===== src/rtl/conv_enc_packer.sv =====
// conv_enc_packer: rate-1/2 K=3 convolutional encoder that packs each info byte's
// eight coded pairs into one 16-bit word and closes every frame with a flush word.
module conv_enc_packer #(
  parameter int         FRAME_BYTES = 4,
  parameter logic [2:0] G0          = 3'b111,
  parameter logic [2:0] G1          = 3'b101
) (
  input  logic        clk,
  input  logic        rst,
  input  logic [7:0]  data_in,
  input  logic        in_valid,
  output logic        in_ready,
  output logic [15:0] enc_out,
  output logic        out_valid,
  output logic        flush_word,
  output logic        busy
);
  typedef enum logic [2:0] {IDLE, ENC, EMIT, FLUSH, EMITF} state_t;
  state_t      state_q, state_d;
  logic [7:0]  data_q, data_d;
  logic        s1_q, s1_d, s2_q, s2_d;
  logic [2:0]  bit_cnt_q, bit_cnt_d;
  logic [7:0]  byte_cnt_q, byte_cnt_d;
  logic [15:0] shreg_q, shreg_d, enc_out_q, enc_out_d;
  logic        out_valid_q, out_valid_d, flush_word_q, flush_word_d;
  logic        u, c1, c0;
  logic [15:0] shifted;
  always_ff @(posedge clk or negedge rst) begin
    if (!rst) begin
      state_q      <= IDLE;
      data_q       <= '0;
      s1_q         <= 1'b0;
      s2_q         <= 1'b0;
      bit_cnt_q    <= '0;
      byte_cnt_q   <= '0;
      shreg_q      <= '0;
      enc_out_q    <= '0;
      out_valid_q  <= 1'b0;
      flush_word_q <= 1'b0;
    end else begin
      state_q      <= state_d;
      data_q       <= data_d;
      s1_q         <= s1_d;
      s2_q         <= s2_d;
      bit_cnt_q    <= bit_cnt_d;
      byte_cnt_q   <= byte_cnt_d;
      shreg_q      <= shreg_d;
      enc_out_q    <= enc_out_d;
      out_valid_q  <= out_valid_d;
      flush_word_q <= flush_word_d;
    end
  end
  // Flush cycles feed zeros so the trellis returns to state 0 by the end of the word.
  always_comb begin
    state_d      = state_q;
    data_d       = data_q;
    s1_d         = s1_q;
    s2_d         = s2_q;
    bit_cnt_d    = bit_cnt_q;
    byte_cnt_d   = byte_cnt_q;
    shreg_d      = shreg_q;
    enc_out_d    = enc_out_q;
    u            = (state_q == ENC) ? data_q[7] : 1'b0;
    c1           = ^(G0 & {u, s1_q, s2_q});
    c0           = ^(G1 & {u, s1_q, s2_q});
    shifted      = {shreg_q[13:0], c1, c0};
    out_valid_d  = (state_q == EMIT) || (state_q == EMITF);
    flush_word_d = (state_q == EMITF);
    case (state_q)
      IDLE: if (in_valid) begin
        data_d    = data_in;
        bit_cnt_d = '0;
        state_d   = ENC;
      end
      ENC, FLUSH: begin
        shreg_d   = shifted;
        s1_d      = u;
        s2_d      = s1_q;
        data_d    = {data_q[6:0], 1'b0};
        bit_cnt_d = bit_cnt_q + 3'd1;
        if (bit_cnt_q == 3'd7) begin
          enc_out_d  = shifted;
          byte_cnt_d = (state_q == ENC) ? byte_cnt_q + 8'd1 : 8'd0;
          state_d    = (state_q == ENC) ? EMIT : EMITF;
        end
      end
      EMIT: begin
        bit_cnt_d = '0;
        state_d   = (byte_cnt_q == 8'(FRAME_BYTES)) ? FLUSH : IDLE;
      end
      default: state_d = IDLE;
    endcase
  end
  assign in_ready   = (state_q == IDLE) && rst;
  assign busy       = (state_q != IDLE);
  assign enc_out    = enc_out_q;
  assign out_valid  = out_valid_q;
  assign flush_word = flush_word_q;
endmodule


===== config.mk =====
export PLATFORM = sky130hd
export DESIGN_NAME = conv_enc_packer
export DESIGN_NICKNAME = d
export VERILOG_FILES = /design/src/rtl/conv_enc_packer.sv
export SDC_FILE = /design/constraint.sdc
export NUM_CORES = 1
export LEC_CHECK = 0
export BUFFER_PORTS_ARGS = -buffer_cell sky130_fd_sc_hd__buf_2
export CAP_MARGIN = 20
export CORE_ASPECT_RATIO = 1.4
export CORE_MARGIN = 1
export CORE_UTILIZATION = 61
export CTS_CLUSTER_DIAMETER = 60
export CTS_CLUSTER_SIZE = 10
export DETAILED_ROUTE_END_ITERATION = 8
export PLACE_DENSITY_LB_ADDON = 0.05
export SLEW_MARGIN = 40
export SYNTH_ARGS = -nofsm -noshare
export SYNTH_HDL_FRONTEND = slang
export SYNTH_SLANG_ARGS = --single-unit

===== constraint.sdc =====
create_clock -name clk -period 3.4 [get_ports clk]
set_clock_uncertainty 0.1 [all_clocks]
set_input_delay 0.68 -clock clk [delete_from_list [all_inputs] [get_ports clk]]
set_output_delay 0.68 -clock clk [all_outputs]
set_load 0.02 [all_outputs]

==> Word-level counts from Yosys, hierarchy flattened <==
Cells that the tools add are included.
{ "word_totals": {"register_bits": 56, "inputBits": 11, "output_inout_bits": 20, "word_cells": 44} }
{ "op_classes": {"n_addsub": 2, "eq_ne": 8, "mux": 11, "reduce_logical": 13} }
{ "op_table": {"columns": ["operator", "count"], "rows": [
  ["3-bit case mux with 3 select lines", 2],
  ["8-bit 2-to-1 mux", 2],
  ["8-bit case mux with 2 select lines", 1],
  ["3-bit 2-to-1 mux", 4],
  ["8-bit by 1-bit adder with 8-bit output, second input constant", 1],
  ["8-bit by 3-bit equality test with 1-bit output, second input constant", 1],
  ["2-bit AND reduction", 4],
  ["3-bit by 2-bit equality test with 1-bit output, second input constant", 2],
  ["3-bit equality test, second input constant", 2],
  ["3-bit nonzero test", 2],
  ["3-bit XOR reduction", 2],
  ["2-bit inequality test, second input constant", 2],
  ["3-bit by 1-bit adder with 3-bit output, second input constant", 1],
  ["3-bit by 1-bit equality test with 1-bit output, second input constant", 1],
  ["3-bit zero test", 1],
  ["2-bit 2-to-1 mux", 1],
  ["2-bit nonzero test", 1],
  ["2-bit OR reduction", 1],
  ["1-bit logical AND", 1],
  ["1-bit logical OR", 1],
  ["1-bit 2-to-1 mux", 1]
]} }

==> Longest topological paths before layout <==
{ "depth": {"word_depth": 4, "depth_mapped": 6, "mapped_depth_nobuf": 5} }

==> Worst setup path before layout <==
Ideal clock, no wire load.
{ "synth_timing": {"kind": "register -> output", "from": "register state_q[0]", "to": "output port in_ready", "arrival_time_ns": 1.142, "required_time_ns": 2.620, "path_slack_ns": 1.478, "path_stages_with_launch": 4, "n_path_buf": 1, "path_cell_list": "dfrtp_1 > buf_2 > nor3_1 > and2_1"} }
{ "synth_via": {"elab_chain_len": 2} }
{ "synth_rtl": {"columns": ["element", "line", "source"], "rows": [
  ["from (decl)", "19", "state_t state_q, state_d;"],
  ["from (signal assigned)", "41", "state_q <= state_d;"],
  ["3-bit zero test", "94", "assign in_ready = (state_q == IDLE) && rst;"],
  ["1-bit logical AND", "94", null],
  ["to (decl)", "12", "output logic in_ready,"]
]} }
No other way between the ends.

==> Worst setup path in the final report <==
Ends and elaborated chain as after synthesis.

==> run summary <==
Worst path top cell family by delay - simple AND/OR/NAND/NOR gates
DR pass1 iterations - 4
Sequential area share after synthesis - 57.0%
Max Slew Vio Count - 0
Top-count cell post-synth - dfrtp_1
Library cells used by synthesis - 39
Crit. End Element - output pin
Worst path cell trace - nor3_1 > and2_1 > buf_2
Synth-to-layout area growth - 11.5%
Total congestion overflow - 0
# diodes - 0
Crit path buf inv count - 1
Post-CTS Hold Buffers - 0
Leakage - 1.38 nW
Post-route DRC - 0
Layout cells sized above 1 - 28.0%
Die width - 55.7 um
Setup violators final - 0
HP Class - flip-flop to flip-flop
Required time worst endpoint - 2.62 ns
Max_cap viols - 0
Fin util - 73.3%
Outcome - finished clean
Worst setup SP type - flip-flop
Via count - 1660
Worst slew margin - 54.2%
Die span in y - 77.1 um
Final GP Congestion - 0.881
Worst path slowest cell - dfrtp_1
Setup TNS - 0 ns
Num ports - 31
Crit Path Class - flip-flop to output pin
Starting Density - 65.8%
Wire length per cell - 15.2 um
Pwr/cell area - 909 nW/um2
Rows - 26
CTS Buffer Depth - 2
Initial antenna violation count - 0
Setup bufs post-CTS - 0
Reg clk slew, reported paths - 0.09 ns
CTS Buf Count - 5
Vias in the first global route - 1657
Leading post-synthesis cells by cell area - dfrtp_1 57%, mux2_2 11%, nand2_1 7.8%
Port bufs - 30
Post-CTS Resized - 0
Gr usage total - 22.6%
Crit path max fanout - 9
Total power - 2.49 mW
Yosys top cell area share - 57.0%
1st-iter DRT viols - 73
Global-route wire length before repair - 7570 um
Fmax - 0.406 GHz
Top cells by count, synth - 56 x dfrtp_1, 51 x nand2_1, 24 x mux2_2, 11 x o21ai_0, 6 x inv_1
WP data arrival - 1.68 ns
H-tree lvl count - 2
Final WL - 4390 um
Largest area contributor in the netlist - dfrtp_1
Dpl cells - 281
Crit path time final - 2.46 ns
Worst VDD drop - 0.000570 V
ANT nets after route - 0
Synthesized instance count - 218
Max stage delay on crit path - 0.51 ns
Clk sinks - 56
Sequential Area - 1400 um2
CTS tree - done
HPWL after detailed placement - 2990 um
Root buffer cell - clkbuf_8
Post-synth EDFFs - 0
Min Hold Slack - 0.380 ns
Cell Area, Synth - 2460 um2
Worst skew pair latency - 0.30 ns
Final Hold Fails - 0
Multi-input logic area - 973 um2
Unrepaired setup endpoints after global routing - false
Synth async-reset ratio - 100%
Mean post-synth cell area - 11.3 um2
Largest net degree at the start of global routing - 57
Tightest Pin Transition - 0.688 ns
Core area - 3740 um2
Post-Syn Nets - 233
#FFs+latches synth - 56
Post-Layout Cell Count - 288
Syn. warnings - 0
Post-synth top flop - dfrtp_1
Final nets - 261
Post-DR vias/cell - 5.76
Die footprint - 4290 um2
Number of fill cells - 277
Final Cycle Share - 72.5%
-- final timing paths --
path	slack, ns	end	startpoint	cells past startpoint
max reg2reg	1.31	byte_cnt_q[7]	bit_cnt_q[0]	5
min reg2reg	0.38	shreg_q[12]	shreg_q[12]	2
max in group asynchronous	2.29	data_q[6]	rst	2
max	0.94	in_ready	state_q[0]	3
min	0.38	shreg_q[12]	shreg_q[12]	2
min in group asynchronous	0.44	enc_out[11]	rst	2
-- metrics by stage --
step	instance area [um2]	worst slack, ns
after floorplan	2460	1.48
after global placement	2620	1.32
after detailed placement	2620	1.29
after CTS	2740	0.948
after global routing	2740	0.804
final	2740	0.936
-- cell type report --
class | count | share of cell area [%]
inverter | 6 | 0.821
clock buffer | 5 | 2.51
clock inverter | 2 | 2.19
tap | 42 | 1.92
sequential | 56 | 51.1
multi-input combinational | 145 | 35.5
timing repair buffer | 32 | 6.02
-- tightest hold or removal path: cells and delay by family, from the launching register on --
family	cells	cell delay [ns]
flops	1	0.35
simple gates	2	0.10
-- layer usage --
layer	routed length, um	global-route usage, %
met4	57	6.75
met3	140	4.05
met5	0	0
met1	1910	27.9
met2	2280	40.1
-- report_power, final --
| group | total [mW] | internal (mW) | switching, mW |
|---|---|---|---|
| Combinational | 0.889 | 0.404 | 0.485 |
| Clock | 0.487 | 0.290 | 0.198 |
| Sequential | 1.12 | 0.929 | 0.188 |
-- cells in the final DEF (no fill, tap or decap), drive strengths merged, types with 2 or more instances in the layout --
master	Yosys	layout
dfrtp	56	56
nand2	51	51
buf	7	32
mux2	24	24
o21ai	11	11
inv	6	6
a21oi	6	6
clkbuf	4	5
nor3	4	4
nor2	4	4
nand3	4	4
ha	4	4
nand2b	4	4
nor2b	3	3
a22o	3	3
nand3b	3	3
xnor2	2	2
nand4	2	2
o221a	2	2
o31ai	2	2
or4	2	2
bufinv	0	2
-- state kept, by name, indices dropped and copies added (netlist names) --
| signal | count |
|---|---|
| enc_out | 16 |
| shreg_q | 14 |
| byte_cnt_q | 8 |
| data_q | 8 |
| bit_cnt_q | 3 |
| state_q | 3 |
| flush_word | 1 |
| out_valid | 1 |
| s1_q | 1 |
| s2_q | 1 |
-- logic make-up (layout without fill, tap and decap cells) --
kind of cell / after synthesis / in the layout / share of synthesized area (%)
AO/OA/AOI/OAI: 30 / 30 / 8.24
adder cells (fa/ha/maj): 4 / 4 / 2.03
XOR/XNOR: 4 / 4 / 1.98
flip-flops: 56 / 56 / 57.0
AND/OR/NAND/NOR: 83 / 83 / 16.3
buffers and inverters: 17 / 45 / 3.46
multiplexers: 24 / 24 / 11.0
No activity file was read; power rests on OpenSTA's default activity.
